## config.mk

```make
export PLATFORM = sky130hd
export DESIGN_NAME = dsp_mac_sequencer
export DESIGN_NICKNAME = d
export VERILOG_FILES = /design/src/rtl/dsp_mac_sequencer.sv
export SDC_FILE = /design/constraint.sdc
export NUM_CORES = 1
export LEC_CHECK = 0
export CORE_ASPECT_RATIO = 1.75
export CORE_MARGIN = 2
export CORE_UTILIZATION = 40
export CTS_CLUSTER_DIAMETER = 40
export DETAILED_ROUTE_END_ITERATION = 16
export MAX_ROUTING_LAYER = met4
export PLACE_DENSITY = 0.79
export SLEW_MARGIN = 20
export SYNTH_ARGS = -nofsm -noshare
export SYNTH_HDL_FRONTEND = slang
export SYNTH_SLANG_ARGS = --single-unit
```

## constraint.sdc

```tcl
create_clock -name CLK -period 9.9 [get_ports CLK]
set_input_delay 2.475 -clock CLK [delete_from_list [all_inputs] [get_ports CLK]]
set_output_delay 2.475 -clock CLK [all_outputs]
set_load 0.02 [all_outputs]
```

## src/rtl/dsp_mac_sequencer.sv

```systemverilog
// Operand sequencer for one DSP48A1 slice: streams (A,B) pairs into the slice,
// schedules OPMODE/CEP against the slice pipeline and returns each dot product.
module dsp_mac_sequencer #(
  parameter int MAX_TERMS = 256,
  parameter int CNT_W     = 9,
  parameter int SUB       = 0
) (
  input  logic             CLK,
  input  logic             RST,
  input  logic             in_valid,
  output logic             in_ready,
  input  logic [17:0]      in_a,
  input  logic [17:0]      in_b,
  input  logic             in_last,
  output logic [17:0]      dsp_a,
  output logic [17:0]      dsp_b,
  output logic [7:0]       dsp_opmode,
  output logic             dsp_cep,
  input  logic [47:0]      dsp_p,
  output logic             res_valid,
  input  logic             res_ready,
  output logic [47:0]      res_data,
  output logic [CNT_W-1:0] res_count,
  output logic             err_len
);

  // X=M with Z=0 starts a sum, X=M with Z=P extends it; bit 7 selects subtract.
  localparam logic [7:0] OPM_FIRST = (SUB != 0) ? 8'h81 : 8'h01;
  localparam logic [7:0] OPM_ACC   = (SUB != 0) ? 8'h89 : 8'h09;

  // Tag bits: [2] valid, [1] first, [0] last. Index k-1 holds the tag at point e+k.
  logic [3:0][2:0]  tag_q, tag_d;
  logic [CNT_W-1:0] cnt_q, cnt_d, pend_cnt_q, pend_cnt_d, cnt_inc_s;
  logic [CNT_W-1:0] res_count_q, res_count_d;
  logic [47:0]      res_data_q, res_data_d;
  logic [17:0]      dsp_a_q, dsp_a_d, dsp_b_q, dsp_b_d;
  logic [7:0]       dsp_opmode_q, dsp_opmode_d;
  logic             dsp_cep_q, dsp_cep_d;
  logic             busy_q, busy_d, err_q, err_d, res_valid_q, res_valid_d;
  logic             accept_s, hit_max_s, last_s;

  assign accept_s  = in_valid && !busy_q;
  assign cnt_inc_s = cnt_q + CNT_W'(1);
  assign hit_max_s = (cnt_inc_s == CNT_W'(MAX_TERMS));
  assign last_s    = in_last || hit_max_s;

  always_comb begin
    cnt_d        = cnt_q;
    pend_cnt_d   = pend_cnt_q;
    dsp_a_d      = dsp_a_q;
    dsp_b_d      = dsp_b_q;
    dsp_opmode_d = dsp_opmode_q;
    busy_d       = busy_q;
    err_d        = err_q;
    res_valid_d  = res_valid_q;
    res_data_d   = res_data_q;
    res_count_d  = res_count_q;
    tag_d        = {tag_q[2:0], 3'b000};

    if (accept_s) begin
      dsp_a_d  = in_a;
      dsp_b_d  = in_b;
      tag_d[0] = {1'b1, (cnt_q == CNT_W'(0)), last_s};
      if (last_s) begin
        cnt_d      = CNT_W'(0);
        pend_cnt_d = cnt_inc_s;
        busy_d     = 1'b1;
      end else begin
        cnt_d = cnt_inc_s;
      end
      if (hit_max_s && !in_last) begin
        err_d = 1'b1;
      end else begin
        err_d = err_q;
      end
    end else begin
      tag_d[0] = 3'b000;
    end

    // OPMODE must sit in the slice's OPMODE register while M holds the product.
    if (tag_q[0][2]) begin
      dsp_opmode_d = tag_q[0][1] ? OPM_FIRST : OPM_ACC;
    end else begin
      dsp_opmode_d = dsp_opmode_q;
    end
    dsp_cep_d = tag_q[1][2];

    // A new vector cannot start before the handoff, so capture and handoff never collide.
    if (tag_q[3][2] && tag_q[3][0]) begin
      res_valid_d = 1'b1;
      res_data_d  = dsp_p;
      res_count_d = pend_cnt_q;
    end else if (res_valid_q && res_ready) begin
      res_valid_d = 1'b0;
      busy_d      = 1'b0;
    end else begin
      res_valid_d = res_valid_q;
    end
  end

  always_ff @(posedge CLK or posedge RST) begin
    if (RST) begin
      tag_q        <= '0;
      cnt_q        <= '0;
      pend_cnt_q   <= '0;
      dsp_a_q      <= 18'd0;
      dsp_b_q      <= 18'd0;
      dsp_opmode_q <= 8'd0;
      dsp_cep_q    <= 1'b0;
      busy_q       <= 1'b0;
      err_q        <= 1'b0;
      res_valid_q  <= 1'b0;
      res_data_q   <= 48'd0;
      res_count_q  <= '0;
    end else begin
      tag_q        <= tag_d;
      cnt_q        <= cnt_d;
      pend_cnt_q   <= pend_cnt_d;
      dsp_a_q      <= dsp_a_d;
      dsp_b_q      <= dsp_b_d;
      dsp_opmode_q <= dsp_opmode_d;
      dsp_cep_q    <= dsp_cep_d;
      busy_q       <= busy_d;
      err_q        <= err_d;
      res_valid_q  <= res_valid_d;
      res_data_q   <= res_data_d;
      res_count_q  <= res_count_d;
    end
  end

  assign in_ready   = !busy_q;
  assign dsp_a      = dsp_a_q;
  assign dsp_b      = dsp_b_q;
  assign dsp_opmode = dsp_opmode_q;
  assign dsp_cep    = dsp_cep_q;
  assign res_valid  = res_valid_q;
  assign res_data   = res_data_q;
  assign res_count  = res_count_q;
  assign err_len    = err_q;

endmodule

```

==> metrics.txt <==
outcome=finished clean; kind of end point of the critical path=flop; ANT nets after route=0; Reg clk slew, reported paths=0.05 ns; post-synthesis cell area=5030 um2; Die Y=152 um; post-synthesis sequential area ratio=62.1%; Synth Warn #=0; final worst slack=5.22 ns; number of I/O pins=194; Seq. cell area=3130 um2; Core ar.=12,400 um2; CP startpoint kind=input port; hold_buf cts=0; number of global-route vias before repair=3,829; DRC Markers=0; Gates resized, CTS repair=0; clock group share of total power=28.3%; met3 Use GR=4.50%; Yosys reg bits=125; switching share of power=31.5%; Routed WL=11,400 um; critical path class=input port to flop; die area=13,500 um2; Placement Setup Slack=3.95 ns; gr busiest metal=met2; Worst path max stage delay=0.75 ns; Total Nets Final=684; final setup fails=0; Fill cells=1,002; Post-Syn Instances=410; grt ovf=0; TritonCTS clock tree=yes; GPL Wtd Cong=0.817; Num CTS Buffers=17; leakage power=3.42 nW; first-pass GRT wire length=18,200 um; Synth-to-Final Area Change=51.4%; Final Max Tran Viols=0; syn avg cell area=12.3 um2; pin count of the biggest net entering global routing=85; clk buf depth=2; Hold WS=0.345 ns; clk_lat worst skew=0.40 ns; via count=3,615; Worst Skew=0.00631 ns; max-cap viol count=0; signal arrival time at the worst endpoint=5.01 ns; routed vias/inst=4.68; Final Cycle Share=47.2%; Critical Path RT=10.24 ns; Rows=54; Sequential Power Share=34.8%; Final Hold Vio Count=0; setup TNS=0 ns; crit-path max FO=47; dpl hpwl=8190 um; initial antenna violation count=0; M1 GR Usage=18.8%; Slowest cell on crit path=inv_2; Initial Util=40.7%; logic gate share of total power=37.0%; area of the multi-input gates=1720 um2; PD cells=308 nW/um2; Post-CTS Setup Bufs=0; global routing usage on met2=29.7%; root buffer cell=clkbuf_16; Worst VDD drop=0.174 mV; number of H-tree levels=4; layout cells sized above 1=18.5%; Netlist cell types=44; cells along the critical path=clkdlybuf4s50_1, nand2b_2, inv_2, nand2_1, o41ai_1, a41o_1; CTS Sinks=125; DR WL/cell=14.8 um; Net Sw Power=740 uW; # diodes=0; Global Route Usage Sum=18.0%; 1st-iter DRT viols=164; Tmin final=4.68 ns; HP Class=flop to flop; Rel. slew slack=39.0%; f_max=214 MHz; Chip Width=88.8 um; RSZ-0062 raised after global routing=false; drt first pass iters=4; # port buffers=187; measured slew at the worst slew-check pin=0.914 ns; Pint=1.61 mW
[worst paths after layout]
check,startpoint,endpoint,slack (ns),depth (start not counted)
setup / recovery,in_valid,cnt_q[8],5.22,6
setup reg to reg,busy_q,cnt_q[8],7.28,5
min in group asynchronous,RST,res_data[12],2.47,2
hold reg to reg,tag_d[6],tag_d[9],0.35,0
hold / removal,tag_d[6],tag_d[9],0.35,0
max in group asynchronous,RST,cnt_q[3],6.31,3
[power groups by stage]
stage / logic [mW] / registers, mW / clock network, mW
after floorplan: 0.225 / 1.03 / 0
after global placement: 0.859 / 0.817 / 0
after detailed placement: 0.878 / 0.824 / 0
after CTS: 0.879 / 0.820 / 0.681
after global routing: 0.921 / 0.843 / 0.708
final: 0.868 / 0.817 / 0.664
[worst max-delay path: cells and delay by family]
| family | cells | cell delay, ns |
|---|---|---|
| AO/OA/AOI/OAI | 2 | 0.46 |
| AND/OR/NAND/NOR | 2 | 0.81 |
| buffers and inverters | 2 | 1.25 |
[metrics by stage]
step | power (mW) | std cells | util, % | instance area [um2]
floorplan | 1.25 | 415 | - | 5050
CTS | 2.38 | 773 | 61.6 | 7610
global placement | 1.68 | 742 | 56.4 | 6980
finish | 2.35 | 773 | 61.6 | 7620
detailed placement | 1.70 | 742 | 56.4 | 6980
global route | 2.47 | 773 | 61.6 | 7620
[registers in the layout (all words and copies together), names as in the netlist]
| signal | cells |
|---|---|
| dsp_cep | 1 |
| dsp_a | 18 |
| res_count | 9 |
| dsp_cep_d | 1 |
| dsp_opmode | 2 |
| tag_d | 5 |
| err_len | 1 |
| res_data | 48 |
| res_valid | 1 |
| tag_q | 2 |
| busy_q | 1 |
| dsp_b | 18 |
| cnt_q | 9 |
| pend_cnt_q | 9 |
[cell usage in the layout, fill, tap and decap left out, drive strengths merged, types with 4 or more instances in the layout]
| cell | synthesis | layout |
|---|---|---|
| a31oi | 4 | 4 |
| and3 | 5 | 5 |
| bufinv | 0 | 5 |
| clkbuf | 10 | 20 |
| clkdlybuf4s50 | 0 | 187 |
| clkinv | 1 | 4 |
| conb | 1 | 6 |
| dfrtp | 125 | 125 |
| inv | 8 | 10 |
| mux2 | 66 | 66 |
| nand2 | 113 | 113 |
| nand3 | 8 | 8 |
| nand4 | 4 | 4 |
| o21ai | 8 | 8 |
| o31ai | 4 | 4 |
| xnor2 | 5 | 5 |
[area by class of cell]
class,count,area share [%]
repair buffers,189,24.8
clock buffers,20,5.86
well taps,168,2.76
inverters,9,0.476
flip-flops and latches,125,41.1
multi-input cells,251,22.5
clock inverters,11,2.50
[per-layer routing]
metal  up-vias  wire length, um
li1       1714                -
met1      1724             4260
met2       141             6110
met3        36              568
met4         0              480
met5         -                0
[cells in the mapped netlist, drive strengths merged]
| cell | instances | area, um2 |
|---|---|---|
| and2 | 2 | 12.5 |
| or2 | 2 | 12.5 |
| a21oi | 3 | 15.0 |
| a41o | 1 | 10.0 |
| nand2 | 113 | 424 |
| o211ai | 1 | 7.51 |
| nor4 | 1 | 12.5 |
| buf | 20 | 139 |
| ha | 2 | 25.0 |
| mux2i | 1 | 10.0 |
| conb | 1 | 3.75 |
| or4 | 1 | 11.3 |
| mux2 | 66 | 773 |
| inv | 8 | 30.0 |
| dfrtp | 125 | 3130 |
| nor2 | 3 | 11.3 |
| xor2 | 2 | 17.5 |
| nand4 | 4 | 31.3 |
| and3 | 5 | 33.8 |
| clkinv | 1 | 3.75 |
| o31ai | 4 | 30.0 |
| a31oi | 4 | 40.0 |
| nand3b | 1 | 11.3 |
| o21a | 1 | 7.51 |
| o22ai | 1 | 6.26 |
| nor4b | 1 | 8.76 |
| nand3 | 8 | 57.6 |
| a311oi | 1 | 8.76 |
| nand2b | 3 | 18.8 |
| xnor2 | 5 | 43.8 |
| clkbuf | 10 | 40.0 |
| o41ai | 1 | 8.76 |
| o21ai | 8 | 40.0 |
[kinds of logic after synthesis]
group                    after synthesis  synth area share [%]
AO/OA/AOI/OAI                         25                  3.46
XOR/XNOR                               7                  1.22
multiplexers                          67                  15.6
other                                  1                0.0745
flip-flops                           125                  62.1
buffers and inverters                 39                  4.23
AND/OR/NAND/NOR                      144                  12.8
adder cells (fa/ha/maj)                2                 0.497
No activity file was read; power rests on OpenSTA's default activity.
